[src/rtl/gauss_ctrl_pkg.sv]
// rtl/gauss_ctrl_pkg.sv - shared types and defaults for the Gaussian pipeline controller
//   state_e        : controller FSM states
//   CNT_W          : default width of all internal counters
//   PRIME_CNT_DEF  : default pipeline warm-up depth in pixels
//   FRAME_PIX_DEF  : default source pixels per frame
package gauss_ctrl_pkg;

  localparam int CNT_W         = 15;
  localparam int PRIME_CNT_DEF = 1612;
  localparam int FRAME_PIX_DEF = 19200;

  typedef enum logic [2:0] {
    ST_IDLE  = 3'd0,
    ST_PRIME = 3'd1,
    ST_RUN   = 3'd2,
    ST_FLUSH = 3'd3,
    ST_DONE  = 3'd4
  } state_e;

endpackage

[src/rtl/gauss_pipe_ctrl.sv]
// rtl/gauss_pipe_ctrl.sv - frame sequencer for a two-stage Gaussian pipeline
//   clk, rst       : clock and synchronous active-high reset
//   start          : single-cycle frame start request (honoured in IDLE only)
//   src_valid      : FWFT source has a pixel this cycle
//   src_rd_en      : pop the source pixel this cycle
//   pipe_en        : clock enable for both Gaussian stages
//   pipe_zero      : feed a zero pixel into the first stage (flush)
//   fifo_wr_en     : write the second-stage output to the output FIFO
//   fifo_full      : output FIFO full
//   busy           : high in every state except IDLE
//   done           : one-cycle pulse at frame completion
module gauss_pipe_ctrl
  import gauss_ctrl_pkg::*;
#(
  parameter int PRIME_CNT = PRIME_CNT_DEF,
  parameter int FRAME_PIX = FRAME_PIX_DEF,
  parameter int CNT_W     = gauss_ctrl_pkg::CNT_W
) (
  input  logic clk,
  input  logic rst,
  input  logic start,
  input  logic src_valid,
  output logic src_rd_en,
  output logic pipe_en,
  output logic pipe_zero,
  output logic fifo_wr_en,
  input  logic fifo_full,
  output logic busy,
  output logic done
);

  localparam logic [CNT_W-1:0] PRIME_LAST = CNT_W'(PRIME_CNT - 1);
  localparam logic [CNT_W-1:0] FRAME_LAST = CNT_W'(FRAME_PIX - 1);

  state_e           state_q, state_d;
  logic [CNT_W-1:0] in_cnt_q, in_cnt_d;
  logic [CNT_W-1:0] out_cnt_q, out_cnt_d;
  logic [CNT_W-1:0] fl_cnt_q, fl_cnt_d;
  logic             adv;

  always_ff @(posedge clk) begin
    if (rst) begin
      state_q   <= ST_IDLE;
      in_cnt_q  <= '0;
      out_cnt_q <= '0;
      fl_cnt_q  <= '0;
    end else begin
      state_q   <= state_d;
      in_cnt_q  <= in_cnt_d;
      out_cnt_q <= out_cnt_d;
      fl_cnt_q  <= fl_cnt_d;
    end
  end

  // Every output is a pure function of state and the current inputs so a
  // stall (no src_valid, or fifo_full) freezes pop, shift and write in the
  // same cycle. Counters only move on adv, so each stops at its terminal
  // value when the state leaves the phase that counts it.
  always_comb begin
    state_d    = state_q;
    in_cnt_d   = in_cnt_q;
    out_cnt_d  = out_cnt_q;
    fl_cnt_d   = fl_cnt_q;
    adv        = 1'b0;
    src_rd_en  = 1'b0;
    pipe_en    = 1'b0;
    pipe_zero  = 1'b0;
    fifo_wr_en = 1'b0;
    done       = 1'b0;
    busy       = (state_q != ST_IDLE);

    unique case (state_q)
      ST_IDLE: begin
        if (start) begin
          state_d   = ST_PRIME;
          in_cnt_d  = '0;
          out_cnt_d = '0;
          fl_cnt_d  = '0;
        end
      end
      // Warm-up: stage outputs are not yet meaningful, so the FIFO is never
      // written and fifo_full is irrelevant.
      ST_PRIME: begin
        adv       = src_valid;
        src_rd_en = adv;
        if (adv) begin
          in_cnt_d = in_cnt_q + 1'b1;
          if (in_cnt_q == PRIME_LAST) state_d = ST_RUN;
        end
      end
      ST_RUN: begin
        adv        = src_valid & ~fifo_full;
        src_rd_en  = adv;
        fifo_wr_en = adv;
        if (adv) begin
          in_cnt_d  = in_cnt_q + 1'b1;
          out_cnt_d = out_cnt_q + 1'b1;
          if (in_cnt_q == FRAME_LAST) state_d = ST_FLUSH;
        end
      end
      // Push zeros to drain the PRIME_CNT pixels still inside the pipeline.
      ST_FLUSH: begin
        pipe_zero  = 1'b1;
        adv        = ~fifo_full;
        fifo_wr_en = adv;
        if (adv) begin
          out_cnt_d = out_cnt_q + 1'b1;
          fl_cnt_d  = fl_cnt_q + 1'b1;
          if (fl_cnt_q == PRIME_LAST) state_d = ST_DONE;
        end
      end
      ST_DONE: begin
        done    = 1'b1;
        state_d = ST_IDLE;
      end
      default: state_d = ST_IDLE;
    endcase

    pipe_en = adv;
  end

endmodule

[config.mk]
export PLATFORM = sky130hd
export DESIGN_NAME = gauss_pipe_ctrl
export DESIGN_NICKNAME = d
export VERILOG_FILES = /design/src/rtl/gauss_ctrl_pkg.sv /design/src/rtl/gauss_pipe_ctrl.sv
export SDC_FILE = /design/constraint.sdc
export NUM_CORES = 1
export LEC_CHECK = 0
export CAP_MARGIN = 20
export CELL_PAD_IN_SITES_DETAIL_PLACEMENT = 0
export CELL_PAD_IN_SITES_GLOBAL_PLACEMENT = 1
export CORE_MARGIN = 10
export CORE_UTILIZATION = 48
export CTS_CLUSTER_SIZE = 10
export DETAILED_ROUTE_END_ITERATION = 8
export GPL_TIMING_DRIVEN = 0
export PLACE_DENSITY_LB_ADDON = 0.1
export SLEW_MARGIN = 25
export SYNTH_ARGS = -nofsm -noshare
export SYNTH_HDL_FRONTEND = slang
export SYNTH_SLANG_ARGS = --single-unit
[constraint.sdc]
create_clock -name clk -period 6 [get_ports clk]
set_input_delay 1.5 -clock clk [delete_from_list [all_inputs] [get_ports clk]]
set_output_delay 1.5 -clock clk [all_outputs]
set_load 0.02 [all_outputs]
; ---- After elaboration in Yosys (flattened, before gate mapping)
; Index checks and enable logic that the tools add are counted.
[word_totals]
reg_bits = 33
in_bits = 5
out_inout_bits = 6
wordCells = 47
[classes]
n_addsub = 2
n_eq_ne = 14
mux = 19
n_bitwise = 2
reduce_logical = 7
[op_table]
columns = operator, n
row1 = $mux W15, 4
row2 = $pmux W15 S3, 1
row3 = $add A15 B1 Y15 const B, 2
row4 = $eq A15 B11 Y1 const B, 2
row5 = $pmux W15 S2, 1
row6 = $mux W3, 7
row7 = $eq A15 B15 Y1 const B, 1
row8 = $ne A2 B2 Y1 const B, 7
row9 = $pmux W3 S4, 1
row10 = $reduce_and A7 Y1, 1
row11 = $eq A3 B2 Y1 const B, 2
row12 = $reduce_bool A3 Y1, 2
row13 = $pmux W1 S2, 2
row14 = $reduce_and A4 Y1, 1
row15 = $eq A3 B1 Y1 const B, 1
row16 = $eq A3 B3 Y1 const B, 1
row17 = $logic_not A3 Y1, 1
row18 = $pmux W1 S3, 1
row19 = $reduce_and A3 Y1, 1
row20 = $mux W1, 2
row21 = $reduce_bool A2 Y1, 1
row22 = $and A1 B1 Y1, 1
row23 = $not A1 Y1, 1

; ---- Logic depth before layout (Yosys ltp)
[depth]
ltp_word = 4
mapped_depth = 8

; ---- Worst setup path before layout
; OpenSTA, ideal clock, no wires.
[synth_path]
kind = input port to output port
start = input port fifo_full
end = output port pipe_en
arrival_ns = 2.628
required_time_ns = 4.500
path_slack_ns = 1.872
cell_stages = 4
n_path_buf = 0
path_cell_list = nor3b_1 -> a21oi_1 -> nor3b_1 -> or2_2
[synth_between]
elab_chain_len = 3
[synth_rtl]
columns = item, line
row1 = from (decl), gauss_pipe_ctrl.sv:27  ; input logic fifo_full,
row2 = $not A1 Y1 (*), "gauss_pipe_ctrl.sv:92, gauss_pipe_ctrl.sv:104"
row3 = $and A1 B1 Y1, gauss_pipe_ctrl.sv:92  ; adv = src_valid & ~fifo_full;
row4 = $pmux W1 S3 (*), gauss_pipe_ctrl.sv:72  ; unique case (state_q)
row5 = to (decl), gauss_pipe_ctrl.sv:24  ; output logic pipe_en,
; Every way passes the cells marked *; elsewhere a longest branch is shown, timed or not.

; ---- Worst setup path after layout
; Ends and elaborated chain as after synthesis.

==> results.json <==
{
  "holdPathStages": 2,
  "totalWireLength_microns": 4030,
  "syn_area_sq_mm": 0.00178,
  "period_share_pct": 81.0,
  "dpl.hpwl_microns": 2920,
  "cts_buffers": 5,
  "critical_path_required_ns": 4.50,
  "cts_hold_buf": 0,
  "synth-edff-count": 0,
  "cp_slowest_cell": "clkdlybuf4s50_1",
  "cts_root_buf": "clkbuf_8",
  "drt_iter0_markers": 93,
  "final_common_cell": "dfxtp_1",
  "setup_violations": 0,
  "synth_top_family_by_area": "simple AND/OR/NAND/NOR gates",
  "gp_congestion": 0.878,
  "ys_seq_area_share_pct": 37.2,
  "r2r_slack_ns": 3.77,
  "p_leak_nw": 0.628,
  "synth_xor_area_share_pct": 9.85,
  "ys_seq_elements": 33,
  "grt_pass1_wl_microns": 7090,
  "rsz0062_at_grt": "false",
  "syn_area_per_cell_sq_um": 8.59,
  "tightest_slew_ns": 0.636,
  "syn-num-nets": 214,
  "antenna_found_initial": 0,
  "cp.depth": 6,
  "wire_per_inst_microns": 14.8,
  "core_area_sq_mm": 0.00363,
  "arrival_ns": 3.36,
  "syn_inst": 207,
  "grt_max_degree": 11,
  "hold_violations": 0,
  "synthAdderAreaFrac_pct": 1.41,
  "die_h_microns": 80.9,
  "gr-total-overflow": 0,
  "synthMuxAreaShare_pct": 2.32,
  "hold_start": "fl_cnt_q[1]",
  "yosys.area_share.simple_pct": 33.8,
  "clk_path_buf_depth": 2,
  "drv_cap": 0,
  "clock_latency_ns": 0.29,
  "ir_drop_mv": 0.162,
  "hold_path.class": "reg -> reg",
  "synth_ff_type": "dfxtp_1",
  "slew_viol_final": 0,
  "tritoncts": "done",
  "reg2reg_to": "in_cnt_q[8]",
  "antenna_cells": 0,
  "path_buf_inv": 2,
  "finalCriticalPeriod_ns": 4.86,
  "grt_pass1_vias": 1542,
  "cts.repair.resized": 0,
  "async_reset_ff_share_pct": 0,
  "final_nets": 231,
  "max_freq_mhz": 206,
  "synth_warnings": 0,
  "outcome": "completed",
  "row_count": 22,
  "cp_top_family": "buffers and inverters",
  "end_kind": "primary output",
  "fin_setup_tns_ns": 0,
  "final_antenna_net_count": 0,
  "drive_gt1_share_pct": 8.44,
  "dieWidth_microns": 80.9,
  "grtUsageTotal_pct": 13.5,
  "clock_sinks": 33,
  "slowest_delay_ns": 0.59,
  "synth.distinct_cells": 46,
  "port_buffers": 10,
  "syn2layout_area_growth_pct": 13.7,
  "slew_headroom_pct": 57.6,
  "reg2regPathDepth": 6,
  "vias": 1538,
  "skew_ns": 0.00711,
  "cts_max_level": 2,
  "initial_utilization_pct": 48.9,
  "cp-start-kind": "input pin",
  "synth_compound_area_share_pct": 11.8,
  "path_clk_slew_ns": 0.07,
  "stdcell_count": 273,
  "ios": 11,
  "reg2reg_from": "state_q[0]",
  "viasPerCell": 5.63,
  "min_to": "fl_cnt_q[1]",
  "cp_max_fo": 5,
  "final_cell_mix": "dfxtp_1 (33), nor2_1 (28), xnor2_1 (18)",
  "place_inst": 265,
  "cts_setup_buffers": 0,
  "die_area_sq_mm": 0.00654,
  "cp_cell_sequence": "clkdlybuf4s50_1 -> nor3b_1 -> a21oi_1 -> nor3b_1 -> or2_2 -> clkdlybuf4s50_1",
  "powerDensity_mw_per_mm2": 292,
  "dr.pass1.iters": 4,
  "critPathKind": "in -> out",
  "post-route-drc-count": 0
}
## routing by layer
| metal | GRT usage [%] | vias up | part of all wire (%) |
|---|---|---|---|
| li1 | - | 783 | - |
| met1 | 16.1 | 731 | 46 |
| met4 | 6.75 | 0 | 1.7 |
| met5 | 0 | - | 0 |
| met3 | 3.09 | 7 | 2.8 |
| met2 | 22.4 | 17 | 50 |
## power by group
group | switching (mW) | internal (mW)
combinational | 0.113 | 0.0773
sequential | 0.0114 | 0.230
clock | 0.0781 | 0.0802
## logic make-up after synthesis
group / count (synthesis)
AND/OR/NAND/NOR: 101
flip-flops: 33
AO/OA/AOI/OAI: 31
XOR/XNOR: 20
buffers and inverters: 16
multiplexers: 4
adder cells (fa/ha/maj): 2
## per-stage QoR
stage          area [sq um]  total power [mW]  hold slack [ns]  utilization, %  setup WS [ns]
2_1_floorplan          1780             0.379            0.448               -           1.87
3_3_place_gp           1940             0.431            0.471            53.3           1.17
3_5_place_dp           1940             0.435            0.480            53.3           1.17
4_1_cts                2020             0.595            0.490            55.6           1.16
5_1_grt                2020             0.623            0.534            55.6           1.07
6_report               2020             0.590            0.484            55.6           1.14
## worst reg2reg max path, cell delays in order (launching register included)
cell and delay [ns]:
dfxtp_1 0.36, buf_2 0.21, nor3_2 0.29, a21o_1 0.21, clkbuf_1 0.49, clkbuf_1 0.43, nor2_1 0.11
## cell usage after synthesis, drive strengths merged (4+ instances only)
| library cell | count | area, sq um |
|---|---|---|
| a21oi | 10 | 50.1 |
| clkbuf | 5 | 18.8 |
| dfxtp | 33 | 661 |
| inv | 8 | 30.0 |
| nand2 | 10 | 37.5 |
| nand3 | 6 | 30.0 |
| nand4 | 4 | 25.0 |
| nor2 | 28 | 105 |
| nor3 | 10 | 55.1 |
| nor3b | 5 | 42.5 |
| nor4 | 6 | 37.5 |
| nor4b | 5 | 56.3 |
| o21ai | 8 | 40.0 |
| or3 | 9 | 56.3 |
| xnor2 | 18 | 158 |
## registers in the layout, summed over array words and instances (netlist names)
register	flops
fl_cnt_q	15
in_cnt_q	15
state_q	3
## how the worst max path moves through the flow
| stage | end | from |
|---|---|---|
| 6_report | pipe_en | fifo_full |
| 5_1_grt | pipe_en | fifo_full |
| 4_1_cts | pipe_en | fifo_full |
| 3_5_place_dp | pipe_en | fifo_full |
| 3_3_place_gp | pipe_en | fifo_full |
| 2_1_floorplan | pipe_en | fifo_full |
## layout make-up
class / instances / area [sq um]
tap: 48 / 60.1
multi-input combinational: 158 / 1050
timing repair buffer: 10 / 100
inverter: 8 / 30.0
clock buffer: 6 / 72.6
clock inverter: 2 / 10.0
fill: 352 / 1610
buffer: 8 / 36.3
sequential: 33 / 661
(Power assumes the default switching activity.)
